File: src/rtl/vpe_lane_collector.sv
// vpe_lane_collector: per-lane FIFOs that realign skewed PE lane
// results into whole phits on a ready/valid egress stream.
module vpe_lane_collector #(
  parameter int DWIDTH    = 32,
  parameter int LANES     = 16,
  parameter int DEPTH     = 8,
  parameter int AF_THRESH = 6
) (
  input  logic                      clk,
  input  logic                      rst,
  input  logic [LANES*DWIDTH-1:0]   i_data,
  input  logic [LANES-1:0]          i_tvalid,
  output logic [LANES*DWIDTH-1:0]   o_tdata,
  output logic                      o_tvalid,
  input  logic                      o_tready,
  output logic                      almost_full,
  output logic [LANES-1:0]          overflow,
  output logic [$clog2(DEPTH):0]    level
);

  localparam int PW = $clog2(DEPTH);
  localparam int CW = PW + 1;

  logic                    ena_q;
  logic [DWIDTH-1:0]       mem_q [LANES][DEPTH];
  logic [PW-1:0]           wptr_q [LANES];
  logic [PW-1:0]           wptr_d [LANES];
  logic [CW-1:0]           cnt_q  [LANES];
  logic [CW-1:0]           cnt_d  [LANES];
  logic [PW-1:0]           rptr_q, rptr_d;
  logic [LANES-1:0]        wr_en;
  logic [LANES-1:0]        ovf_q, ovf_d;
  logic [LANES*DWIDTH-1:0] tdata_q, tdata_d;
  logic                    tvalid_q, tvalid_d;
  logic [CW-1:0]           level_q, level_d;
  logic                    af_q, af_d;
  logic                    pop;

  assign o_tdata     = tdata_q;
  assign o_tvalid    = tvalid_q;
  assign overflow    = ovf_q;
  assign level       = level_q;
  assign almost_full = af_q;

  // Pop all lanes together once every lane has a head and the
  // output register is free or being drained.
  always_comb begin
    pop = 1'b1;
    for (int i = 0; i < LANES; i++)
      if (cnt_q[i] == '0) pop = 1'b0;
    pop = pop && (!tvalid_q || o_tready);
  end

  // Per-lane write acceptance, pointers, counts and flag updates.
  always_comb begin
    wr_en   = '0;
    ovf_d   = ovf_q;
    level_d = '0;
    for (int i = 0; i < LANES; i++) begin
      wr_en[i] = ena_q && i_tvalid[i] &&
                 (cnt_q[i] != CW'(DEPTH) || pop);
      if (ena_q && i_tvalid[i] && !wr_en[i])
        ovf_d[i] = 1'b1;
      wptr_d[i] = wptr_q[i] + {{(PW-1){1'b0}}, wr_en[i]};
      cnt_d[i]  = cnt_q[i] + {{PW{1'b0}}, wr_en[i]}
                           - {{PW{1'b0}}, pop};
      if (cnt_d[i] > level_d) level_d = cnt_d[i];
    end
    af_d   = (level_d >= CW'(AF_THRESH));
    rptr_d = rptr_q + {{(PW-1){1'b0}}, pop};
  end

  // Output register: load heads on pop, clear on drain, else hold.
  always_comb begin
    tdata_d  = tdata_q;
    tvalid_d = tvalid_q;
    if (pop) begin
      tvalid_d = 1'b1;
      for (int i = 0; i < LANES; i++)
        tdata_d[i*DWIDTH +: DWIDTH] = mem_q[i][rptr_q];
    end else if (o_tready) begin
      tvalid_d = 1'b0;
    end
  end

  // Control state with asynchronous clear; ena_q delays write
  // acceptance until one edge after reset release.
  always_ff @(posedge clk or negedge rst) begin
    if (!rst) begin
      ena_q    <= 1'b0;
      rptr_q   <= '0;
      ovf_q    <= '0;
      tdata_q  <= '0;
      tvalid_q <= 1'b0;
      level_q  <= '0;
      af_q     <= 1'b0;
      for (int i = 0; i < LANES; i++) begin
        wptr_q[i] <= '0;
        cnt_q[i]  <= '0;
      end
    end else begin
      ena_q    <= 1'b1;
      rptr_q   <= rptr_d;
      ovf_q    <= ovf_d;
      tdata_q  <= tdata_d;
      tvalid_q <= tvalid_d;
      level_q  <= level_d;
      af_q     <= af_d;
      for (int i = 0; i < LANES; i++) begin
        wptr_q[i] <= wptr_d[i];
        cnt_q[i]  <= cnt_d[i];
      end
    end
  end

  // Lane storage; contents are don't-care until counted valid.
  always_ff @(posedge clk) begin
    for (int i = 0; i < LANES; i++)
      if (wr_en[i])
        mem_q[i][wptr_q[i]] <= i_data[i*DWIDTH +: DWIDTH];
  end

endmodule

File: config.mk
export PLATFORM = sky130hd
export DESIGN_NAME = vpe_lane_collector
export DESIGN_NICKNAME = d
export VERILOG_FILES = /design/src/rtl/vpe_lane_collector.sv
export SDC_FILE = /design/constraint.sdc
export NUM_CORES = 2
export LEC_CHECK = 0
export CAP_MARGIN = 15
export CORE_MARGIN = 2
export CORE_UTILIZATION = 25
export CTS_CLUSTER_SIZE = 24
export DETAILED_ROUTE_END_ITERATION = 12
export GPL_TIMING_DRIVEN = 0
export SETUP_SLACK_MARGIN = 0.15
export SLEW_MARGIN = 20
export SYNTH_ARGS = -nofsm -noshare
export SYNTH_HDL_FRONTEND = slang
export SYNTH_SLANG_ARGS = --single-unit
File: constraint.sdc
create_clock -name clk -period 23.9 [get_ports clk]
set_clock_uncertainty 0.05 [all_clocks]
set_input_delay 5.975 -clock clk [delete_from_list [all_inputs] [get_ports clk]]
set_output_delay 5.975 -clock clk [all_outputs]
set_load 0.05 [all_outputs]
==> results.toml <==
[run_status]
outcome = "finished with violations"
violations = "setup timing"

[logic_synthesis]
ys_seq_elements = 4746
synth_cells = 8793
yosysSeqAreaShare = 0.7696
synth_top_cell_by_area = "edfxtp_1"
synth_top_area_share = 0.6797
synthFlopType = "edfxtp_1"
synth_edf_count = 4096
synth-async-reset-ratio = 0.1370
netlist_area_mm2 = 0.1810
yosys_warnings = 0
yosys-top-cells-area = "edfxtp_1 (68%), mux4_2 (13%), dfrtp_1 (9.0%)"
synth_nets = 9506
postSynthAreaPerCell_um2 = 20.58
ys_types = 88

[die]
row_count = 312
core-area_mm2 = 0.7214
ios = 1065
die_y_um = 854.8
die_x_um = 854.8
die_area_mm2 = 0.7306
start_util = 0.2508

[global_route]
busiest_layer = "met2"
grt_pass1_wl_um = 728600
grt_pass1_vias = 94680
grtUsageTotal = 0.1374
met2_usage = 0.2352
grtUsageMet3 = 0.02721
grt_max_degree = 87
antenna_found_initial = 224
grt_use_met1 = 0.1742
grt_overflow = 0

[finish]
area_delta_synth_final_pct = 26.48
fin_nets = 11510
final_common_cell = "edfxtp_1"
final_cell_mix = "edfxtp_1 (4,096), clkdlybuf4s50_1 (1,058), mux4_2 (1,024)"
nFillCells = 69030
layout.cells.non_filler = 20870
drive_above_1_share = 0.2278

[worst_hold_path]
hold_depth = 2
min_to = "o_tdata[406]$_DFFE_PN0P_"
worst_hold_startpoint = "o_tdata[406]$_DFFE_PN0P_"
min-delay-path-class = "register to register"

[clock_tree]
ctsHoldBuffers = 0
cts_tree = "built"
numCtsBuffers = 521
cts_max_path_buffers = 4
clkLatencyLatePin_ps = 1020
cts-root-buf = "clkbuf_16"
clock-sinks = 4746
clkSlewWorstSetupHoldPaths_ps = 60
ctsHtreeMaxLevel = 6

[route]
avgViaCountPerCell = 4.445
ant_nets = 0
firstDrtPassIters = 8
wl_per_cell_um = 24.99
drt_iter0_markers = 8116
wirelength_um = 521600
drc_errors = 0
vias = 92780

[setup_path]
cp.required_ps = 24740
cp_slowest_stage_delay_ps = 590
critPathKind = "input port to register"
path_max_fanout = 6
slowest_stage = "fa_2"
crit_top_cell = "ha_4"
worstReg2RegStart = "cnt_q[46]$_DFF_PN0_"
r2r_end = "level[2]$_DFF_PN0_"
cp.arrival_ps = 26960
start_kind = "input port"
r2r_slack_ps = 1190
cp-end-kind = "register"
r2r_cells = 120

[placement]
port_buffers = 1064
placed_cells = 19770
hpwl_um = 369600
globalplace.congestion = 0.7839

[sta]
hold_viol = 0
fin_crit_sh = 1.093
min_period_ps = 26120
layout_setup_ws_ps = -2220
max_slew_margin = 0.2195
tightest_slew_ps = 1171
rsz0062_at_grt = "yes"
drv_slew = 0
finalSetupViolCount = 5
max_freq_ghz = 0.03829

[flow_run]
maxCapViolations = 0
==> per-stage QoR <==
step	instance area [µm²]	utilization	TNS [ps]	worst slack, ps	hold slack (ps)
3_5_place_dp	210200	0.2913	-28430	-5914	406.6
2_1_floorplan	181300	-	-9970	-2182	426.5
6_report	228900	0.3173	-10720	-2220	426.6
5_1_grt	228800	0.3172	-14590	-3002	437.4
3_3_place_gp	204000	0.2827	-	-19810	402.4
4_1_cts	228400	0.3165	-8913	-1904	430.9
==> routing by layer <==
layer | routed length (µm) | vias to the layer above
met5 | 397 | -
met4 | 17700 | 60
met3 | 29940 | 927
met2 | 260600 | 2772
met1 | 213000 | 49370
li1 | - | 39640
==> worst max-delay path by stage <==
stage / from / endpoint / slack [ps] / cells past startpoint
5_1_grt: o_tready / almost_full$_DFF_PN0_ / -3000 / 117
2_1_floorplan: o_tready / almost_full$_DFF_PN0_ / -2180 / 119
3_3_place_gp: rst / o_tdata[264]$_DFFE_PN0P_ / -19810 / 1
6_report: o_tready / level[2]$_DFF_PN0_ / -2220 / 117
3_5_place_dp: o_tready / almost_full$_DFF_PN0_ / -5910 / 120
4_1_cts: o_tready / almost_full$_DFF_PN0_ / -1900 / 117
==> worst max-delay path, delay by kind of cell <==
kind | cells | cell delay, ps
mux | 9 | 2390
fa+ha+maj | 24 | 6810
compound gates | 42 | 6920
simple gates | 27 | 3350
buf+inv | 15 | 1500
==> registers in the layout, indices dropped and copies added, names as in the netlist <==
name	count
ena_q	1
o_tdata	512
o_tvalid	1
almost_full	1
rptr_q	3
cnt_q	64
mem_q	4096
overflow	16
wptr_q	48
level	4
==> final cells by class <==
type	count	area, µm²	area share
Multi-Input combinational cell	3483	41400	0.1809
Sequential cell	4746	139300	0.6085
Clock buffer	728	14410	0.06297
Timing Repair Buffer	1480	16470	0.07194
Antenna cell	62	155.1	0.0006779
Tap cell	9577	11980	0.05236
Buffer	409	1713	0.007484
Inverter	155	598.1	0.002613
Clock inverter	231	2874	0.01256
==> synthesized netlist by cell type, drive strengths merged (3+ instances only) <==
cell type  number
a2111oi         4
dfrtp         650
maj3            7
a311oi          3
buf           128
a21o           19
a22oi          12
nor2          146
nand4           6
o21ai         552
o31a            3
o31ai           9
o21a           11
clkbuf        281
a31o            3
nand2b         56
a211oi          4
and2            8
a31oi          24
nand2         606
fa             16
mux2           13
edfxtp       4096
inv           155
nor2b           7
o22ai           3
nor3b           5
xnor2          21
a32oi           3
and3            6
o2111ai         5
o211ai         12
a41o            7
a21oi          47
nor3           36
o21bai         13
mux2i         520
xor2           37
ha            166
nand3          19
mux4         1024
or2             8
or3             4
==> repair_timing <==
action,CTS,global route
gates resized for setup,74,43
endpoints found under the hold margin,0,0
pin swaps,87,47
setup endpoints to repair,5,5
buffers inserted,67,13
==> kinds of logic (layout without fill, tap and decap cells) <==
group | count (synthesis) | count (layout) | synth area share
flip-flops | 4746 | 4746 | 0.7696
multiplexers | 1557 | 1557 | 0.1571
AND/OR/NAND/NOR | 918 | 918 | 0.02118
AO/OA/AOI/OAI | 760 | 760 | 0.02388
buffers and inverters | 564 | 3003 | 0.01175
adder cells (fa/ha/maj) | 189 | 189 | 0.01364
XOR/XNOR | 58 | 58 | 0.002849
other | 1 | 63 | 0.00002072
Power is left out: the tool's default activity adds up to more than one toggle a clock period on the data nets, which glitch-free logic cannot reach.
